$ cat config.mk
export PLATFORM = sky130hd
export DESIGN_NAME = hit_judge_flat
export DESIGN_NICKNAME = d
export VERILOG_FILES = /design/src/rtl/guitar_hero_pkg.sv /design/src/rtl/hit_judge_if.sv /design/src/rtl/hit_zone_classifier.sv /design/src/rtl/hit_judge.sv /design/src/flat_wrapper.sv
export SDC_FILE = /design/constraint.sdc
export NUM_CORES = 1
export LEC_CHECK = 0
export CAP_MARGIN = 20
export CORE_ASPECT_RATIO = 1.1
export CORE_MARGIN = 2
export CORE_UTILIZATION = 48
export CTS_CLUSTER_SIZE = 8
export DETAILED_ROUTE_END_ITERATION = 10
export PLACE_DENSITY = 0.78
export SLEW_MARGIN = 10
export SYNTH_ARGS = -nofsm -noshare
export SYNTH_HDL_FRONTEND = slang
export SYNTH_SLANG_ARGS = --single-unit
$ cat constraint.sdc
create_clock -name clk -period 5.1 [get_ports clk]
set_clock_uncertainty 0.15 [all_clocks]
set_input_delay 1.02 -clock clk [delete_from_list [all_inputs] [get_ports clk]]
set_output_delay 1.02 -clock clk [all_outputs]
set_load 0.05 [all_outputs]
$ cat src/rtl/guitar_hero_pkg.sv
`default_nettype none
// +----------------------------------------------------------------------------+
// | guitar_hero_pkg                                                            |
// | Shared grade/state encodings and default judgement zone bounds.            |
// | Revision: 1.0                                                              |
// +----------------------------------------------------------------------------+
package guitar_hero_pkg;

    typedef enum logic [1:0] {
        GR_NONE    = 2'd0,
        GR_BAD     = 2'd1,
        GR_GOOD    = 2'd2,
        GR_PERFECT = 2'd3
    } grade_e;

    typedef enum logic [1:0] {
        ST_IDLE    = 2'd0,
        ST_ARMED   = 2'd1,
        ST_LOCKOUT = 2'd2
    } state_e;

    localparam int c_PERFECT_LO = 370;
    localparam int c_PERFECT_HI = 390;
    localparam int c_GOOD_LO    = 350;
    localparam int c_GOOD_HI    = 410;
    localparam int c_MISS_Y     = 420;

endpackage
`default_nettype wire

$ cat src/rtl/hit_judge_if.sv
`default_nettype none
// +----------------------------------------------------------------------------+
// | hit_judge_if                                                               |
// | Note-manager inputs and score/display outputs of the hit judge.            |
// | Revision: 1.0                                                              |
// +----------------------------------------------------------------------------+
interface hit_judge_if #(
    parameter int LANES   = 3,
    parameter int Y_W     = 10,
    parameter int SCORE_W = 17
);
    logic                   enable;
    logic [LANES-1:0]       btn_n;
    logic [LANES-1:0]       note_valid;
    logic [LANES*Y_W-1:0]   note_y;
    logic [SCORE_W-1:0]     score;
    logic [7:0]             combo;
    logic [2:0]             mult;
    logic                   hit_pulse;
    logic [2:0]             hit_lane;
    logic [1:0]             hit_grade;
    logic                   miss_pulse;
    logic [LANES-1:0]       note_clear;

    modport master (
        output enable, btn_n, note_valid, note_y,
        input  score, combo, mult, hit_pulse, hit_lane, hit_grade, miss_pulse, note_clear
    );

    modport slave (
        input  enable, btn_n, note_valid, note_y,
        output score, combo, mult, hit_pulse, hit_lane, hit_grade, miss_pulse, note_clear
    );
endinterface
`default_nettype wire

$ cat src/rtl/hit_zone_classifier.sv
`default_nettype none
// +----------------------------------------------------------------------------+
// | hit_zone_classifier                                                        |
// | Combinational note position to grade, half-open zone bounds.               |
// | Revision: 1.0                                                              |
// +----------------------------------------------------------------------------+
module hit_zone_classifier
    import guitar_hero_pkg::*;
#(
    parameter int Y_W        = 10,
    parameter int PERFECT_LO = c_PERFECT_LO,
    parameter int PERFECT_HI = c_PERFECT_HI,
    parameter int GOOD_LO    = c_GOOD_LO,
    parameter int GOOD_HI    = c_GOOD_HI
) (
    input  logic [Y_W-1:0] i_y,
    output grade_e         o_grade
);
    localparam logic [Y_W-1:0] c_P_LO = Y_W'(PERFECT_LO);
    localparam logic [Y_W-1:0] c_P_HI = Y_W'(PERFECT_HI);
    localparam logic [Y_W-1:0] c_G_LO = Y_W'(GOOD_LO);
    localparam logic [Y_W-1:0] c_G_HI = Y_W'(GOOD_HI);

    always_comb begin
        o_grade = GR_BAD;
        if ((i_y >= c_P_LO) && (i_y < c_P_HI)) begin
            o_grade = GR_PERFECT;
        end else if ((i_y >= c_G_LO) && (i_y < c_G_HI)) begin
            o_grade = GR_GOOD;
        end
    end
endmodule
`default_nettype wire

$ cat src/rtl/hit_judge.sv
`default_nettype none
// +----------------------------------------------------------------------------+
// | hit_judge                                                                  |
// | Grades key presses against lane notes, tracks misses, combo and score.     |
// | Revision: 1.0                                                              |
// +----------------------------------------------------------------------------+
module hit_judge
    import guitar_hero_pkg::*;
#(
    parameter int LANES      = 3,
    parameter int Y_W        = 10,
    parameter int SCORE_W    = 17,
    parameter int PERFECT_LO = c_PERFECT_LO,
    parameter int PERFECT_HI = c_PERFECT_HI,
    parameter int GOOD_LO    = c_GOOD_LO,
    parameter int GOOD_HI    = c_GOOD_HI,
    parameter int MISS_Y     = c_MISS_Y,
    parameter int COOLDOWN   = 500000,
    parameter int COMBO_STEP = 8,
    parameter int MULT_MAX   = 4
) (
    input  logic          clk,
    input  logic          rst,
    hit_judge_if.slave    bus
);
    localparam int                 c_CNT_W     = (COOLDOWN > 1) ? $clog2(COOLDOWN) : 1;
    localparam logic [c_CNT_W-1:0] c_CNT_LOAD  = c_CNT_W'(COOLDOWN - 1);
    localparam logic [Y_W-1:0]     c_MISS_THR  = Y_W'(MISS_Y);
    localparam logic [SCORE_W-1:0] c_SCORE_MAX = '1;
    localparam logic [7:0]         c_STEP      = 8'(COMBO_STEP);
    localparam logic [8:0]         c_MULT_MAX9 = 9'(MULT_MAX);

    state_e               r_state, w_state_nxt;
    logic [c_CNT_W-1:0]   r_cnt, w_cnt_nxt;
    logic [LANES-1:0]     r_btn_prev, r_miss_flag, r_note_clear;
    logic [LANES-1:0]     w_press, w_cand, w_miss_new, w_sel_oh;
    logic [Y_W-1:0]       w_y [LANES];
    logic [Y_W-1:0]       w_sel_y;
    logic [2:0]           w_sel;
    logic                 w_active, w_judge, w_hit_ok;
    grade_e               w_grade;
    logic [1:0]           w_base;
    logic [4:0]           w_add;
    logic [SCORE_W+3:0]   w_sum;
    logic [7:0]           w_combo_q;
    logic [8:0]           w_mult_raw;
    logic [2:0]           w_mult;
    logic [SCORE_W-1:0]   r_score;
    logic [7:0]           r_combo;
    logic                 r_hit_pulse, r_miss_pulse;
    logic [2:0]           r_hit_lane;
    logic [1:0]           r_hit_grade;

    assign w_active = bus.enable && (r_state != ST_IDLE);
    assign w_press  = r_btn_prev & ~bus.btn_n;
    assign w_cand   = w_press & bus.note_valid;
    assign w_judge  = bus.enable && (r_state == ST_ARMED) && (|w_cand);

    for (genvar gi = 0; gi < LANES; gi++) begin : g_lane
        assign w_y[gi]        = bus.note_y[gi*Y_W +: Y_W];
        assign w_miss_new[gi] = w_active && bus.note_valid[gi] &&
                                (w_y[gi] >= c_MISS_THR) && !r_miss_flag[gi];
    end

    // Descending scan so the lowest-index candidate lane wins.
    always_comb begin
        w_sel   = 3'd0;
        w_sel_y = '0;
        for (int i = LANES - 1; i >= 0; i--) begin
            if (w_cand[i]) begin
                w_sel   = 3'(i);
                w_sel_y = w_y[i];
            end
        end
    end

    hit_zone_classifier #(
        .Y_W        (Y_W),
        .PERFECT_LO (PERFECT_LO),
        .PERFECT_HI (PERFECT_HI),
        .GOOD_LO    (GOOD_LO),
        .GOOD_HI    (GOOD_HI)
    ) u_zone (
        .i_y     (w_sel_y),
        .o_grade (w_grade)
    );

    assign w_hit_ok = w_judge && ((w_grade == GR_PERFECT) || (w_grade == GR_GOOD));
    assign w_sel_oh = LANES'(1) << w_sel;
    assign w_base   = (w_grade == GR_PERFECT) ? 2'd2 : ((w_grade == GR_GOOD) ? 2'd1 : 2'd0);

    // Multiplier follows the registered combo, so a hit scores at the pre-hit rate.
    assign w_combo_q  = r_combo / c_STEP;
    assign w_mult_raw = {1'b0, w_combo_q} + 9'd1;
    assign w_mult     = (w_mult_raw > c_MULT_MAX9) ? c_MULT_MAX9[2:0] : w_mult_raw[2:0];
    assign w_add      = {3'b000, w_base} * {2'b00, w_mult};
    assign w_sum      = {4'b0000, r_score} + {{(SCORE_W-1){1'b0}}, w_add};

    always_ff @(posedge clk or posedge rst) begin
        if (rst) begin
            r_state <= ST_IDLE;
            r_cnt   <= '0;
        end else begin
            r_state <= w_state_nxt;
            r_cnt   <= w_cnt_nxt;
        end
    end

    always_comb begin
        w_state_nxt = r_state;
        w_cnt_nxt   = r_cnt;
        if (!bus.enable) begin
            w_state_nxt = ST_IDLE;
            w_cnt_nxt   = '0;
        end else begin
            case (r_state)
                ST_IDLE:    w_state_nxt = ST_ARMED;
                ST_ARMED: begin
                    if (w_judge) begin
                        w_state_nxt = ST_LOCKOUT;
                        w_cnt_nxt   = c_CNT_LOAD;
                    end
                end
                ST_LOCKOUT: begin
                    if (r_cnt == '0) begin
                        w_state_nxt = ST_ARMED;
                    end else begin
                        w_cnt_nxt = r_cnt - c_CNT_W'(1);
                    end
                end
                default: begin
                    w_state_nxt = ST_IDLE;
                    w_cnt_nxt   = '0;
                end
            endcase
        end
    end

    always_ff @(posedge clk or posedge rst) begin
        if (rst) begin
            r_btn_prev   <= '1;
            r_miss_flag  <= '0;
            r_note_clear <= '0;
            r_hit_pulse  <= 1'b0;
            r_miss_pulse <= 1'b0;
            r_hit_lane   <= 3'd0;
            r_hit_grade  <= 2'd0;
            r_score      <= '0;
            r_combo      <= 8'd0;
        end else begin
            r_btn_prev   <= bus.btn_n;
            r_miss_flag  <= (r_miss_flag | w_miss_new) & bus.note_valid;
            r_hit_pulse  <= w_judge;
            r_miss_pulse <= |w_miss_new;
            r_note_clear <= w_miss_new | (w_hit_ok ? w_sel_oh : '0);
            if (w_judge) begin
                r_hit_lane  <= w_sel;
                r_hit_grade <= w_grade;
                if (w_hit_ok) begin
                    r_score <= (w_sum > {4'b0000, c_SCORE_MAX}) ? c_SCORE_MAX : w_sum[SCORE_W-1:0];
                end else if (r_score != '0) begin
                    r_score <= r_score - SCORE_W'(1);
                end
            end
            if (|w_miss_new) begin
                r_combo <= 8'd0;
            end else if (w_judge) begin
                r_combo <= !w_hit_ok ? 8'd0 : ((r_combo == 8'hFF) ? 8'hFF : r_combo + 8'd1);
            end
        end
    end

    assign bus.score      = r_score;
    assign bus.combo      = r_combo;
    assign bus.mult       = w_mult;
    assign bus.hit_pulse  = r_hit_pulse;
    assign bus.hit_lane   = r_hit_lane;
    assign bus.hit_grade  = r_hit_grade;
    assign bus.miss_pulse = r_miss_pulse;
    assign bus.note_clear = r_note_clear;
endmodule
`default_nettype wire

$ cat src/flat_wrapper.sv
// flat-port wrapper written by rule: the top's interface ports become plain ports
module hit_judge_flat import guitar_hero_pkg::*;
#(
    parameter int LANES      = 3,
    parameter int Y_W        = 10,
    parameter int SCORE_W    = 17,
    parameter int PERFECT_LO = c_PERFECT_LO,
    parameter int PERFECT_HI = c_PERFECT_HI,
    parameter int GOOD_LO    = c_GOOD_LO,
    parameter int GOOD_HI    = c_GOOD_HI,
    parameter int MISS_Y     = c_MISS_Y,
    parameter int COOLDOWN   = 500000,
    parameter int COMBO_STEP = 8,
    parameter int MULT_MAX   = 4
)
  (clk, rst, bus_enable, bus_btn_n, bus_note_valid, bus_note_y, bus_score, bus_combo, bus_mult, bus_hit_pulse, bus_hit_lane, bus_hit_grade, bus_miss_pulse, bus_note_clear);
  hit_judge_if #(.LANES(LANES), .Y_W(Y_W), .SCORE_W(SCORE_W)) bus_i ();
  input  logic clk;
  input  logic rst;
  input wire logic [$bits(bus_i.enable)-1:0] bus_enable;
  input wire logic [$bits(bus_i.btn_n)-1:0] bus_btn_n;
  input wire logic [$bits(bus_i.note_valid)-1:0] bus_note_valid;
  input wire logic [$bits(bus_i.note_y)-1:0] bus_note_y;
  output wire logic [$bits(bus_i.score)-1:0] bus_score;
  output wire logic [$bits(bus_i.combo)-1:0] bus_combo;
  output wire logic [$bits(bus_i.mult)-1:0] bus_mult;
  output wire logic [$bits(bus_i.hit_pulse)-1:0] bus_hit_pulse;
  output wire logic [$bits(bus_i.hit_lane)-1:0] bus_hit_lane;
  output wire logic [$bits(bus_i.hit_grade)-1:0] bus_hit_grade;
  output wire logic [$bits(bus_i.miss_pulse)-1:0] bus_miss_pulse;
  output wire logic [$bits(bus_i.note_clear)-1:0] bus_note_clear;
  assign bus_i.enable = bus_enable;
  assign bus_i.btn_n = bus_btn_n;
  assign bus_i.note_valid = bus_note_valid;
  assign bus_i.note_y = bus_note_y;
  assign bus_score = bus_i.score;
  assign bus_combo = bus_i.combo;
  assign bus_mult = bus_i.mult;
  assign bus_hit_pulse = bus_i.hit_pulse;
  assign bus_hit_lane = bus_i.hit_lane;
  assign bus_hit_grade = bus_i.hit_grade;
  assign bus_miss_pulse = bus_i.miss_pulse;
  assign bus_note_clear = bus_i.note_clear;
  hit_judge #(.LANES(LANES), .Y_W(Y_W), .SCORE_W(SCORE_W), .PERFECT_LO(PERFECT_LO), .PERFECT_HI(PERFECT_HI), .GOOD_LO(GOOD_LO), .GOOD_HI(GOOD_HI), .MISS_Y(MISS_Y), .COOLDOWN(COOLDOWN), .COMBO_STEP(COMBO_STEP), .MULT_MAX(MULT_MAX)) u_core (.clk(clk), .rst(rst), .bus(bus_i));
endmodule
**Word level (Yosys, flattened, before mapping)**

Index checks and enable logic that the tools add are counted.

- Flip-flop bits (word level): 62
- Word-level logic and storage cells: 99
- Input port bits: 39
- Output and inout bits: 38

- Shifts and indexed selects: 1
- $add $sub $neg: 5
- Bitwise logic cells: 6
- Muxes and demuxes: 27
- Reduce and logical (&&, ||, !) cells: 30
- Equal/unequal tests: 9
- $mul: 1
- $lt $le $gt $ge: 9

Operators with widths:

| kind | number |
|---|---|
| $mux 19 | 3 |
| $pmux 19 s3 | 1 |
| $mux 17 | 3 |
| $ge 10x9->1 const B | 5 |
| $mux 8 | 4 |
| $mux 10 | 3 |
| $gt 21x17->1 const B | 1 |
| $lt 10x9->1 const B | 2 |
| $logic_not 19->1 | 1 |
| $sub 19x1->19 const B | 1 |
| $add 17x5->18 | 1 |
| $mux 2 | 9 |
| $reduce_bool 17->1 | 1 |
| $sub 17x1->17 const B | 1 |
| $logic_and 1x1->1 | 15 |
| $and 3x3->3 | 3 |
| $gt 9x3->1 const B | 1 |
| $add 8x1->8 const B | 1 |
| $eq 8x8->1 const B | 1 |
| $add 5x1->6 const B | 1 |
| $eq 2x2->1 const B | 3 |
| $mux 3 | 2 |
| $ne 3x2->1 const B | 2 |
| $or 3x3->3 | 2 |
| 15 further kinds | 21 |

**Logic depth before layout (Yosys ltp)**

- Word-level depth: 18
- Gate-level depth with buffers: 20
- Depth with buffers taken out: 18

**Modules after synthesis**

From an unflattened synthesis, not the netlist that was laid out.

- Cells, all modules: 491
- Area total of the unflattened synthesis: 4262.8 um2

By module, submodules not included:

| module | area each (um2) | times used | cells each | sequential area each (um2) |
|---|---|---|---|---|
| hit_judge | 4174.0 | 1 | 479 | 1530.2 |
| hit_zone_classifier | 88.8 | 1 | 12 | 0.0 |

**Worst setup path before layout**

No wires, ideal clock.

- Path type: input -> register
- Start point: input bus_btn_n[2]
- End point: register u_core.r_score[10] (netlist: u_core.bus.score[10])
- Buffers on the path: 3
- Slack: -0.642 ns
- Library setup time: 0.130 ns
- Required time: 4.820 ns
- Arrival time: 5.462 ns
- Cell stages on the path: 20
- Cells stage by stage: and3b_2 -> buf_6 -> nand3_1 -> o2bb2ai_1 -> o41ai_2 -> a2bb2oi_1 -> buf_4 -> nor4_2 -> and2_1 -> fa_1 -> ha_1 -> fa_1 -> a21o_1 -> a21oi_1 -> nor3_1 -> and4_1 -> clkbuf_1 -> or4_1 -> a21oi_1 -> a31oi_1

- Cells in the longest elaborated chain, start to end: 18
- Elaborated cells between the ends (all ways): 29
- Those cells by class: 1 x add/sub; 1 x mul; 5 x order compare; 2 x eq/ne; 9 x mux; 3 x bitwise; 8 x reduce/logical

Ends and longest elaborated chain:

| element | line | RTL |
|---|---|---|
| from (decl) | flat_wrapper.sv:21 | `input wire logic [$bits(bus_i.btn_n)-1:0] bus_btn_n;` |
| $not 3->3 (*) | hit_judge.sv:55 | `assign w_press = r_btn_prev & ~bus.btn_n;` |
| $and 3x3->3 (*) | hit_judge.sv:55 |  |
| $and 3x3->3 (*) | hit_judge.sv:56 | `assign w_cand = w_press & bus.note_valid;` |
| $mux 10 (3 in series) | hit_judge.sv:70 | `if (w_cand[i]) begin` |
| $ge 10x9->1 / $lt 10x9->1 (equally long branches) | hit_zone_classifier.sv:28 | `end else if ((i_y >= c_G_LO) && (i_y < c_G_HI)) begin` |
| $logic_and 1x1->1 | hit_zone_classifier.sv:28 |  |
| $mux 2 | hit_zone_classifier.sv:28 |  |
| $mux 2 | hit_zone_classifier.sv:26 | `if ((i_y >= c_P_LO) && (i_y < c_P_HI)) begin` |
| $eq 2x2->1 | hit_judge.sv:88, hit_judge.sv:90 |  |
| $mux 1 | hit_judge.sv:90 | `assign w_base = (w_grade == GR_PERFECT) ? 2'd2 : ((w_grade == GR_GOOD) ? 2'd1 : 2'd0);` |
| $mux 2 | hit_judge.sv:90 |  |
| $mul 2x3->5 | hit_judge.sv:96 | `assign w_add = {3'b000, w_base} * {2'b00, w_mult};` |
| $add 17x5->18 | hit_judge.sv:97 | `assign w_sum = {4'b0000, r_score} + {{(SCORE_W-1){1'b0}}, w_add};` |
| $gt 21x17->1 | hit_judge.sv:160 | `r_score <= (w_sum > {4'b0000, c_SCORE_MAX}) ? c_SCORE_MAX : w_sum[SCORE_W-1:0];` |
| $mux 17 | hit_judge.sv:160 |  |
| $mux 17 | hit_judge.sv:159 | `if (w_hit_ok) begin` |
| to (signal assigned) | hit_judge.sv:160 |  |
| to (signal assigned) | hit_judge.sv:162 | `r_score <= r_score - SCORE_W'(1);` |
| to (decl) | hit_judge.sv:48 | `logic [SCORE_W-1:0] r_score;` |

Every way passes the cells marked *; elsewhere a longest branch is shown, timed or not.
A chain may end at the register's enable or synchronous reset.

**Worst setup path in the final report**

Ends and elaborated chain as after synthesis.

==> run_results.csv <==
group,metric,value,unit
timing,setup-tns-final,0,ps
cts,clk_latency,350,ps
synthesis,syn_area,0.00424,mm^2
global_route,grt_pass1_wl,19700,um
synthesis,synth-seq-area-share,36.1,%
synthesis,ys_warn_count,0,
cts,hold_buffers,0,
die,io-pin-count,77,
timing,setup_violations,0,
timing,timing.final.crit_period,4880,ps
critical_path,path_class,"in -> reg",
cts,tritoncts,"built",
cells_and_area,num-fill-cells,661,
die,core_region_area,0.00850,mm^2
synthesis,syn_inst,506,
synthesis,async_flop_share,100,%
route,num_vias,4463,
timing,slew_viol_final,0,
cells_and_area,nNetsFinal,668,
min_path,hold_start,"u_core.r_miss_flag[0]$_DFF_PP0_",
global_route,grt_pass1_vias,4215,
job,drv_cap,0,
synthesis,syn-num-nets,562,
synthesis,netlist.area_leader.share,34.2,%
critical_path,reg2reg_from,"u_core.r_btn_prev[2]$_DFF_PP1_",
global_route,grt-ovfl-total,0,
route,routed_wl,12300,um
cells_and_area,syn_to_final_growth,36.0,%
synthesis,synth_cell_types,73,
synthesis,synth_edf_count,0,
timing,hold_viol_final,0,
cts,clock-sinks,61,
critical_path,startpoint_type,"primary input",
cells_and_area,layout.cells.non_filler,728,
route,post_drt_wl_per_cell,16.8,um
place,gp_congestion,0.927,
place,port_buffers,72,
timing,worst_pin_slew,840,ps
place,place_inst,698,
critical_path,crit_arrival,4960,ps
cells_and_area,drive_above_1_share,21.2,%
critical_path,end_kind,"flop",
timing,rsz0062_at_grt,"false",
cells_and_area,n_antenna_cell,0,
pwr,ir_drop,0.150,mV
pwr,powerDensity,305,mW/mm^2
outcome,status,"finished, final reports clean",
timing,timing.fmax,205,MHz
timing,slew_headroom,43.9,%
die,die_y,103,um
cts,ctsHtreeMaxLevel,3,
synthesis,yosys-top-cells-area,"dfrtp_1 34%, a21oi_1 5.1%, nor2_1 4.2%",
route,drtAntennaViolNets,0,
critical_path,reg2reg_slack,510,ps
timing,fin_crit_sh,95.8,%
die,die_area,0.00961,mm^2
global_route,grt_usage,25.6,%
critical_path,required,5180,ps
place,dp_hpwl,8410,um
critical_path,startpoint,"bus_btn_n[2]",
global_route,grt_max_degree,40,
global_route,antenna_found_initial,0,
cts,max-clock-path-buffers,2,
route,drc,0,
route,viasPerCell,6.13,
min_path,holdCritPathClass,"reg -> reg",
die,initial_core_util,49.9,%
cts,root_buffer,"clkbuf_8",
synthesis,synth-main-ff-cell,"dfrtp_1",
synthesis,synth_area_per_cell,8.38,um^2
synthesis,synth_seq_cells,61,
critical_path,crit_path_max_fanout,6,
route,drt-initial-drc-count,315,
die,num_rows,35,
cts,cts-buffers-inserted,9,
route,drtPass1Iterations,5,
pwr,leakage,2.49,nW
cts,path_clk_slew,80,ps
synthesis,synth.largest_area_cell,"dfrtp_1",
die,dieWidth,93.6,um
==> sequential cells by signal, summed over array words and instances, names as in the netlist <==
name,count
u_core.r_btn_prev,3
u_core.bus.hit_lane,2
u_core.r_cnt,19
u_core.r_miss_flag,3
u_core.bus.note_clear,3
u_core.bus.hit_grade,2
u_core.bus.score,17
u_core.r_state,2
u_core.bus.miss_pulse,1
u_core.bus.hit_pulse,1
u_core.bus.combo,8
==> stage by stage <==
| stage | instance area (um^2) | hold WS (ps) | util, % | setup slack [ps] | total power [mW] |
|---|---|---|---|---|---|
| finish | 5770 | 327 | 67.9 | 216 | 1.76 |
| global route | 5770 | 351 | 67.9 | 11.9 | 1.85 |
| CTS | 5640 | 327 | 66.3 | 43.1 | 1.75 |
| detailed placement | 5270 | 307 | 62.0 | -607 | 1.29 |
| global placement | 5270 | 307 | 62.0 | -507 | 1.27 |
| floorplan | 4310 | 291 | - | -145 | 1.07 |
==> cell families after synthesis <==
group           after synthesis  synth area share (%)
fa+ha+maj                    17                  5.55
other cells                   1                0.0884
xor+xnor                      6                  1.24
simple gates                186                  23.2
mux                           3                 0.708
compound gates              173                  26.9
flops                        61                  36.1
buf+inv                      59                  6.22
==> path summary, 6_finish.rpt <==
kind	endpoint	cells after the start
worst max-delay path	u_core.bus.score[10]$_DFFE_PP0P_	18
worst min-delay path	u_core.r_miss_flag[0]$_DFF_PP0_	2
worst max register to register	u_core.bus.score[10]$_DFFE_PP0P_	17
worst min register to register	u_core.r_miss_flag[0]$_DFF_PP0_	2
max in group asynchronous	u_core.r_btn_prev[2]$_DFF_PP1_	3
min in group asynchronous	u_core.bus.hit_grade[1]$_DFFE_PP0P_	2
==> where the power goes <==
part           switching, mW  internal (mW)  leakage [nW]  total, mW
combinational          0.443          0.253          1.59      0.697
sequential            0.0706          0.541         0.798      0.612
clock                  0.203          0.251         0.102      0.454
==> layer usage <==
metal	wire length, um	track usage, %	vias up
met2	6130	43.2	216
met5	0	0	-
met3	820	5.41	34
li1	-	-	2083
met1	4950	31.7	2130
met4	355	11.6	0
==> critical path, cell delays in order <==
cell	delay, ps
clkbuf_2	90
and3b_2	360
nand3_2	130
o2bb2ai_4	170
o41ai_4	400
a2bb2oi_2	140
nor4_4	230
and2_4	210
fa_1	410
ha_2	200
fa_2	360
a21o_1	190
a21oi_2	170
nor3_2	70
and4_4	200
or4_4	410
a21oi_2	140
a31oi_1	50
==> cell usage in the layout, fill, tap and decap left out, types with 4 or more instances in the layout <==
| cell type | n |
|---|---|
| or4_1 | 4 |
| nand3b_1 | 5 |
| o21ai_0 | 23 |
| nor3_2 | 4 |
| nor2_2 | 4 |
| o2bb2ai_4 | 4 |
| a21oi_1 | 34 |
| o21ai_1 | 25 |
| o21a_1 | 5 |
| nand3_1 | 13 |
| o211ai_1 | 7 |
| buf_6 | 4 |
| ha_1 | 13 |
| clkbuf_8 | 11 |
| nand3_2 | 6 |
| dfrtp_1 | 58 |
| inv_1 | 34 |
| and3_1 | 5 |
| or3_1 | 5 |
| a31oi_1 | 16 |
| clkdlybuf4s50_1 | 64 |
| o31a_1 | 4 |
| nor3_1 | 19 |
| buf_4 | 43 |
| a21oi_2 | 6 |
| nor2_1 | 44 |
| nor4_1 | 4 |
| nand4_1 | 8 |
| nand2_1 | 36 |
| o31ai_1 | 8 |
| clkbuf_2 | 6 |
==> what timing repair did <==
action	CTS	global route
setup buffers	6	9
endpoints found under the setup margin	14	14
pin swaps	22	27
cloned	0	0
gates resized for setup	31	31
==> cells in the mapped netlist (3+ instances only) <==
cell type / number
a31oi_1: 17
o2bb2ai_1: 7
nand3_1: 20
or4_1: 5
nor3_2: 3
ha_1: 14
o21bai_1: 4
buf_6: 3
o31a_1: 4
dfrtp_1: 58
dfstp_2: 3
nand4_1: 8
buf_4: 4
o21ai_1: 25
xor2_1: 3
nand2_1: 36
o31ai_1: 8
mux2i_1: 3
nor3_1: 20
nor2b_1: 3
buf_2: 4
or3_1: 5
nor4_2: 3
xnor2_1: 3
o21a_1: 5
a21oi_1: 43
a41oi_1: 3
or2_2: 3
o21ai_0: 23
inv_1: 35
o41ai_1: 3
nor2_1: 47
o211ai_1: 7
clkbuf_1: 13
nand3b_1: 5
nand2b_1: 3
and3_1: 6
fa_1: 3
nor4_1: 4
==> final cells by class <==
cell class | instances | area, um^2 | area share, %
tap | 111 | 139 | 2.41
timing repair buffer | 119 | 1060 | 18.4
clock buffer | 12 | 155 | 2.69
clock inverter | 4 | 47.5 | 0.824
sequential | 61 | 1530 | 26.5
multi-input combinational | 386 | 2700 | 46.9
inverter | 35 | 131 | 2.28
(Power assumes the default switching activity.)
